===== src/rtl/shift_reg_sequencer_if.sv =====
// Command handshake bundle between an upstream controller and shift_reg_sequencer.
interface shift_reg_sequencer_if #(
   parameter int WIDTH = 8,
   parameter int CNT_W = 4
);
   logic             cmd_valid;
   logic             cmd_ready;
   logic [1:0]       cmd_op;
   logic [WIDTH-1:0] cmd_data;
   logic [CNT_W-1:0] cmd_count;

   modport master (output cmd_valid, cmd_op, cmd_data, cmd_count, input cmd_ready);
   modport slave  (input cmd_valid, cmd_op, cmd_data, cmd_count, output cmd_ready);
endinterface


===== src/rtl/shift_reg_sequencer.sv =====
// Expands LOAD/SHR/SHL/HOLD commands into per-cycle mode/fill/data for an 8-bit shift register.
// Optional macro SEQ_BACK2BACK_EN: accept the next command during the DONE cycle.
module shift_reg_sequencer #(
   parameter int WIDTH = 8,
   parameter int CNT_W = 4
) (
   input  logic             clk,
   input  logic             rst,
   shift_reg_sequencer_if.slave cmd,
   output logic [1:0]       m_out,
   output logic             sl_out,
   output logic             sr_out,
   output logic [WIDTH-1:0] par_out,
   output logic             busy,
   output logic             done
);
   localparam int CW = $clog2(WIDTH + 1);
   localparam logic [1:0] OP_LOAD = 2'd0, OP_SHR = 2'd1, OP_SHL = 2'd2;
`ifdef SEQ_BACK2BACK_EN
   localparam bit B2B_EN = 1'b1;
`else
   localparam bit B2B_EN = 1'b0;
`endif

   typedef enum logic [1:0] {S_IDLE, S_RUN, S_DONE} state_t;

   state_t           state_q, state_d;
   logic [1:0]       op_q, op_d;
   logic [WIDTH-1:0] data_q, data_d;
   logic [CW-1:0]    n_q, n_d;      // active cycles of the command in flight
   logic [CW-1:0]    cnt_q, cnt_d;  // index of the current active cycle
   logic             ready_q, ready_d, busy_q, busy_d, done_q, done_d;
   logic [1:0]       m_q, m_d;
   logic             sl_q, sl_d, sr_q, sr_d;
   logic [WIDTH-1:0] par_q, par_d;

   logic             accept, start, act_en;
   logic [1:0]       act_op;
   logic [WIDTH-1:0] act_data, shifted;
   logic [CW-1:0]    act_idx, eff, cnt_nxt;

   assign accept = cmd.cmd_valid && ready_q;

   always_comb begin
      state_d  = state_q;
      op_d     = op_q;
      data_d   = data_q;
      n_d      = n_q;
      cnt_d    = cnt_q;
      ready_d  = ready_q;
      busy_d   = busy_q;
      done_d   = 1'b0;
      start    = 1'b0;
      act_en   = 1'b0;
      act_op   = op_q;
      act_data = data_q;
      act_idx  = cnt_q;
      eff      = (int'(cmd.cmd_count) > WIDTH) ? CW'(WIDTH) : CW'(cmd.cmd_count);
      cnt_nxt  = cnt_q + 1'b1;

      case (state_q)
         S_IDLE: begin
            busy_d  = 1'b0;
            ready_d = 1'b1;
            start   = accept;
         end
         S_RUN: begin
            // Compare with >= so the counter saturates instead of wrapping.
            if (cnt_nxt >= n_q) begin
               state_d = S_DONE;
               done_d  = 1'b1;
               ready_d = B2B_EN;
            end else begin
               cnt_d   = cnt_nxt;
               act_en  = 1'b1;
               act_idx = cnt_nxt;
            end
         end
         S_DONE: begin
            if (B2B_EN && accept) begin
               start = 1'b1;
            end else begin
               state_d = S_IDLE;
               busy_d  = 1'b0;
               ready_d = 1'b1;
            end
         end
         default: begin
            state_d = S_IDLE;
            busy_d  = 1'b0;
            ready_d = 1'b1;
         end
      endcase

      if (start) begin
         op_d   = cmd.cmd_op;
         data_d = cmd.cmd_data;
         n_d    = (cmd.cmd_op == OP_LOAD) ? CW'(1) : eff;
         cnt_d  = '0;
         busy_d = 1'b1;
         if (n_d == '0) begin
            state_d = S_DONE;
            done_d  = 1'b1;
            ready_d = B2B_EN;
         end else begin
            state_d  = S_RUN;
            ready_d  = 1'b0;
            act_en   = 1'b1;
            act_op   = cmd.cmd_op;
            act_data = cmd.cmd_data;
            act_idx  = '0;
         end
      end

      // Outputs are computed one cycle ahead so they appear registered.
      m_d     = 2'd0;
      sl_d    = 1'b0;
      sr_d    = 1'b0;
      par_d   = '0;
      shifted = act_data >> act_idx;
      if (act_en) begin
         case (act_op)
            OP_LOAD: begin m_d = 2'd3; par_d = act_data; end
            OP_SHR:  begin m_d = 2'd1; sl_d = shifted[0]; end
            OP_SHL:  begin m_d = 2'd2; sr_d = shifted[0]; end
            default: m_d = 2'd0;
         endcase
      end
   end

   always_ff @(posedge clk or posedge rst) begin
      if (rst) begin
         state_q <= S_IDLE;
         op_q    <= '0;
         data_q  <= '0;
         n_q     <= '0;
         cnt_q   <= '0;
         ready_q <= 1'b1;
         busy_q  <= 1'b0;
         done_q  <= 1'b0;
         m_q     <= '0;
         sl_q    <= 1'b0;
         sr_q    <= 1'b0;
         par_q   <= '0;
      end else begin
         state_q <= state_d;
         op_q    <= op_d;
         data_q  <= data_d;
         n_q     <= n_d;
         cnt_q   <= cnt_d;
         ready_q <= ready_d;
         busy_q  <= busy_d;
         done_q  <= done_d;
         m_q     <= m_d;
         sl_q    <= sl_d;
         sr_q    <= sr_d;
         par_q   <= par_d;
      end
   end

   assign cmd.cmd_ready = ready_q;
   assign m_out   = m_q;
   assign sl_out  = sl_q;
   assign sr_out  = sr_q;
   assign par_out = par_q;
   assign busy    = busy_q;
   assign done    = done_q;
endmodule


===== src/flat_wrapper.sv =====
// flat-port wrapper written by rule: the top's interface ports become plain ports
module shift_reg_sequencer_flat 
#(
   parameter int WIDTH = 8,
   parameter int CNT_W = 4
)
  (clk, rst, m_out, sl_out, sr_out, par_out, busy, done, cmd_cmd_valid, cmd_cmd_op, cmd_cmd_data, cmd_cmd_count, cmd_cmd_ready);
  shift_reg_sequencer_if #(.WIDTH(WIDTH), .CNT_W(CNT_W)) cmd_i ();
  input  logic clk;
  input  logic rst;
  output logic [1:0] m_out;
  output logic sl_out;
  output logic sr_out;
  output logic [WIDTH-1:0] par_out;
  output logic busy;
  output logic done;
  input wire logic [$bits(cmd_i.cmd_valid)-1:0] cmd_cmd_valid;
  input wire logic [$bits(cmd_i.cmd_op)-1:0] cmd_cmd_op;
  input wire logic [$bits(cmd_i.cmd_data)-1:0] cmd_cmd_data;
  input wire logic [$bits(cmd_i.cmd_count)-1:0] cmd_cmd_count;
  output wire logic [$bits(cmd_i.cmd_ready)-1:0] cmd_cmd_ready;
  assign cmd_i.cmd_valid = cmd_cmd_valid;
  assign cmd_i.cmd_op = cmd_cmd_op;
  assign cmd_i.cmd_data = cmd_cmd_data;
  assign cmd_i.cmd_count = cmd_cmd_count;
  assign cmd_cmd_ready = cmd_i.cmd_ready;
  shift_reg_sequencer #(.WIDTH(WIDTH), .CNT_W(CNT_W)) u_core (.clk(clk), .rst(rst), .cmd(cmd_i), .m_out(m_out), .sl_out(sl_out), .sr_out(sr_out), .par_out(par_out), .busy(busy), .done(done));
endmodule

===== config.mk =====
export PLATFORM = sky130hd
export DESIGN_NAME = shift_reg_sequencer_flat
export DESIGN_NICKNAME = d
export VERILOG_FILES = /design/src/rtl/shift_reg_sequencer_if.sv /design/src/rtl/shift_reg_sequencer.sv /design/src/flat_wrapper.sv
export SDC_FILE = /design/constraint.sdc
export NUM_CORES = 1
export LEC_CHECK = 0
export BUFFER_PORTS_ARGS = -buffer_cell sky130_fd_sc_hd__clkbuf_2
export CAP_MARGIN = 10
export CORE_MARGIN = 2
export CORE_UTILIZATION = 54
export CTS_CLUSTER_SIZE = 30
export DETAILED_ROUTE_END_ITERATION = 7
export HOLD_SLACK_MARGIN = 0.15
export PLACE_DENSITY = 0.81
export SLEW_MARGIN = 25
export SYNTH_ARGS = -nofsm -noshare
export SYNTH_HDL_FRONTEND = slang
export SYNTH_SLANG_ARGS = --single-unit
export TNS_END_PERCENT = 1

===== constraint.sdc =====
create_clock -name clk -period 3.75 [get_ports clk]
set_input_delay 0 -clock clk [delete_from_list [all_inputs] [get_ports clk]]
set_output_delay 0 -clock clk [all_outputs]
set_load 0.01 [all_outputs]

==> flow_summary.json <==
{
  "status": "finished clean",
  "yosysSeqAreaShare_pct": 51.2,
  "die_area_um2": 3640,
  "setup_viol": 0,
  "start_util_pct": 56.6,
  "ff2ff_path_depth": 9,
  "layout-drive-gt1-share_pct": 21.2,
  "cts_made_buffers": 5,
  "grt_util_met2_pct": 40.1,
  "synth_cells": 181,
  "syn_nets": 203,
  "ys_types": 38,
  "ys_ff_latch": 35,
  "die_x_um": 60.3,
  "grt_pass1_wl_um": 6480,
  "cpMostUsedCell": "ha_1",
  "clock-sinks": 35,
  "fin_setup_tns_ns": 0,
  "worst_pin_slew_ns": 0.700,
  "drc": 0,
  "cts_root_buf": "clkbuf_4",
  "max_slew_margin_pct": 53.3,
  "max_freq_mhz": 345,
  "critPathBufInv": 0,
  "yosys.area.top_type": "dfrtp_1",
  "r2r_start": "u_core.cnt_q[0]",
  "cts_buffer_depth": 2,
  "cts_setup_buffers": 0,
  "r2r-end": "u_core.sl_out",
  "clk_latency_ns": 0.35,
  "critPathTopFamily": "simple AND/OR/NAND/NOR gates",
  "yosys_warnings": 0,
  "dr.pass1.iters": 4,
  "final_hold_viol_count": 0,
  "slowest_delay_ns": 0.51,
  "drt-total-wl_um": 3930,
  "syn_area_um2": 1710,
  "pin_count": 32,
  "ctsHtreeMaxLevel": 2,
  "cp_cell_sequence": "ha_1 -> ha_1 -> or3b_1 -> o2111a_1 -> or4_4 -> a21oi_4 -> o21ai_0 -> o221ai_2 -> nor3_1",
  "num_antenna_cells": 0,
  "skew_ns": 0.0115,
  "grt.busiest_layer": "met2",
  "num-nets-final": 257,
  "row_count": 20,
  "grt_pass1_vias": 1456,
  "place_congestion": 0.840,
  "cpMaxStageDelayCell": "or4_4",
  "critPathRequiredTime_ns": 3.98,
  "p_leak_nw": 1.07,
  "track_usage_pct": 24.8,
  "pwr_density_cell_nw_per_um2": 757,
  "clkTransAtPathRegs_ns": 0.11,
  "hold_class": "in2async",
  "num_vias": 1472,
  "final_common_cell": "nand2_1",
  "layout_min_cycle_time_ns": 2.90,
  "grtUsageMet1_pct": 32.8,
  "maxCapViolations": 0,
  "grt_max_degree": 36,
  "fp.dieH_um": 60.3,
  "total_power_mw": 1.66,
  "via_per_inst": 5.26,
  "antenna_found_initial": 0,
  "grt_overflow": 0,
  "cts_tree": "done",
  "cp_max_fo": 7,
  "place_hpwl_um": 2550,
  "io_buffer_count": 31,
  "drt-initial-drc-count": 34,
  "synth_top_area_share_pct": 49.6,
  "rsz0062_at_grt": "false",
  "cp-end-kind": "flop",
  "synth.avg_cell_area_um2": 9.47,
  "path_class": "reg2reg",
  "synthTopCellsByArea": "dfrtp_1 (50%), nand2_1 (9.2%), nor2_1 (4.4%), ha_1 (3.6%), a21oi_1 (3.2%)",
  "worstSetupStartpointType": "flop",
  "synth_ff_type": "dfrtp_1",
  "core_area_um2": 3030,
  "ant_nets": 0,
  "grt_util_met3_pct": 7.04,
  "r2r_slack_ns": 0.85,
  "finalMaxSlewViolations": 0,
  "worst_ir_drop_vdd_mv": 0.525,
  "layout_common_cells": "nand2_1 (42), dfrtp_1 (34), clkbuf_2 (31)",
  "area_delta_synth_final_pct": 27.6,
  "worstSetupStartpoint": "u_core.cnt_q[0]",
  "synth_edf_count": 0,
  "async_flop_share_pct": 100,
  "nFillCells": 217,
  "cp.arrival_ns": 3.12,
  "wl_per_cell_um": 14.0,
  "period_share_pct": 77.2
}
-- metal layers --
metal / routed length (um) / part of all wire, %
met2: 1970 / 50
met1: 1720 / 44
met5: 0 / 0
met4: 48 / 1.2
met3: 192 / 4.9
-- layout make-up --
cell class | count | area [um2] | share of cell area, %
Sequential cell | 35 | 877 | 40.1
Clock buffer | 6 | 51.3 | 2.35
Inverter | 9 | 33.8 | 1.54
Multi-Input combinational cell | 133 | 787 | 36.0
Timing Repair Buffer | 51 | 348 | 15.9
Tap cell | 44 | 55.1 | 2.52
Clock inverter | 2 | 35.0 | 1.60
-- synth_stat cells (2+ instances only) --
cell type and instances:
a21oi_1 11, a32oi_1 2, and2_1 2, clkbuf_1 2, dfrtp_1 34, ha_1 5
inv_1 9, mux2i_1 5, nand2_1 42, nand3_1 3, nor2_1 20, nor2b_1 2
nor3_1 6, o21ai_0 10, o22ai_1 2, o31ai_1 2, xnor2_1 2, xor2_1 2
-- worst reg2reg max path, delay by kind of cell (launching register included) --
kind | cells | cell delay (ns)
AND/OR/NAND/NOR | 3 | 0.99
flip-flops | 1 | 0.49
adder cells (fa/ha/maj) | 2 | 0.56
AO/OA/AOI/OAI | 4 | 0.74
-- cells by family (layout without fill, tap and decap cells) --
group                      Yosys count  count (layout)  share of synthesized area [%]
AOI/OAI and AO/OA                   36              36                           15.5
xor gates and xnor gates             4               4                           2.04
adders and majority gates            5               5                           3.65
buffers and inverters               13              68                           2.92
DFF                                 35              35                           51.2
muxes                                5               5                           2.92
and+or+nand+nor                     83              83                           21.8
-- where the power goes --
group	total, mW	leakage (nW)	switching, mW	internal, mW
logic	0.770	0.569	0.462	0.309
clock network	0.289	0.0482	0.131	0.158
registers	0.597	0.458	0.0848	0.512
-- worst max-delay path by stage --
| stage | to | slack (ns) | cells after the start |
|---|---|---|---|
| 6_report | u_core.sl_out | 0.85 | 9 |
| 5_1_grt | u_core.sr_out | 0.70 | 9 |
| 4_1_cts | u_core.sr_out | 0.89 | 9 |
| 3_5_place_dp | u_core.sr_out | 0.91 | 9 |
| 3_3_place_gp | u_core.sr_out | 1.00 | 9 |
| 2_1_floorplan | u_core.sl_out | 1.09 | 9 |
-- sequential cells by signal, indices dropped and copies added (netlist names), 2 cells and up --
| signal | count |
|---|---|
| u_core.op_q | 2 |
| u_core.par_out | 8 |
| u_core.n_q | 4 |
| u_core.m_out | 2 |
| u_core.cnt_q | 4 |
| u_core.data_q | 8 |
| u_core.state_q | 2 |
-- stage by stage --
| step | instance area [um2] | setup slack, ns | instances | hold slack [ns] | util [%] |
|---|---|---|---|---|---|
| detailed placement | 1930 | 0.914 | 255 | 0.100 | 63.8 |
| global placement | 1930 | 1.00 | 255 | 0.0946 | 63.8 |
| global route | 2190 | 0.704 | 280 | 0.323 | 72.2 |
| floorplan | 1710 | 1.09 | 181 | 0.0891 | - |
| CTS | 2190 | 0.894 | 280 | 0.274 | 72.2 |
| finish | 2190 | 0.853 | 280 | 0.261 | 72.2 |
-- repair_timing --
item,4_1_cts,5_1_grt
resized for setup,0,0
hold buffers,17,0
endpoints found under the hold margin,64,0
endpoints found under the setup margin,0,0
Note: power is estimated with default switching activity, not from simulation.
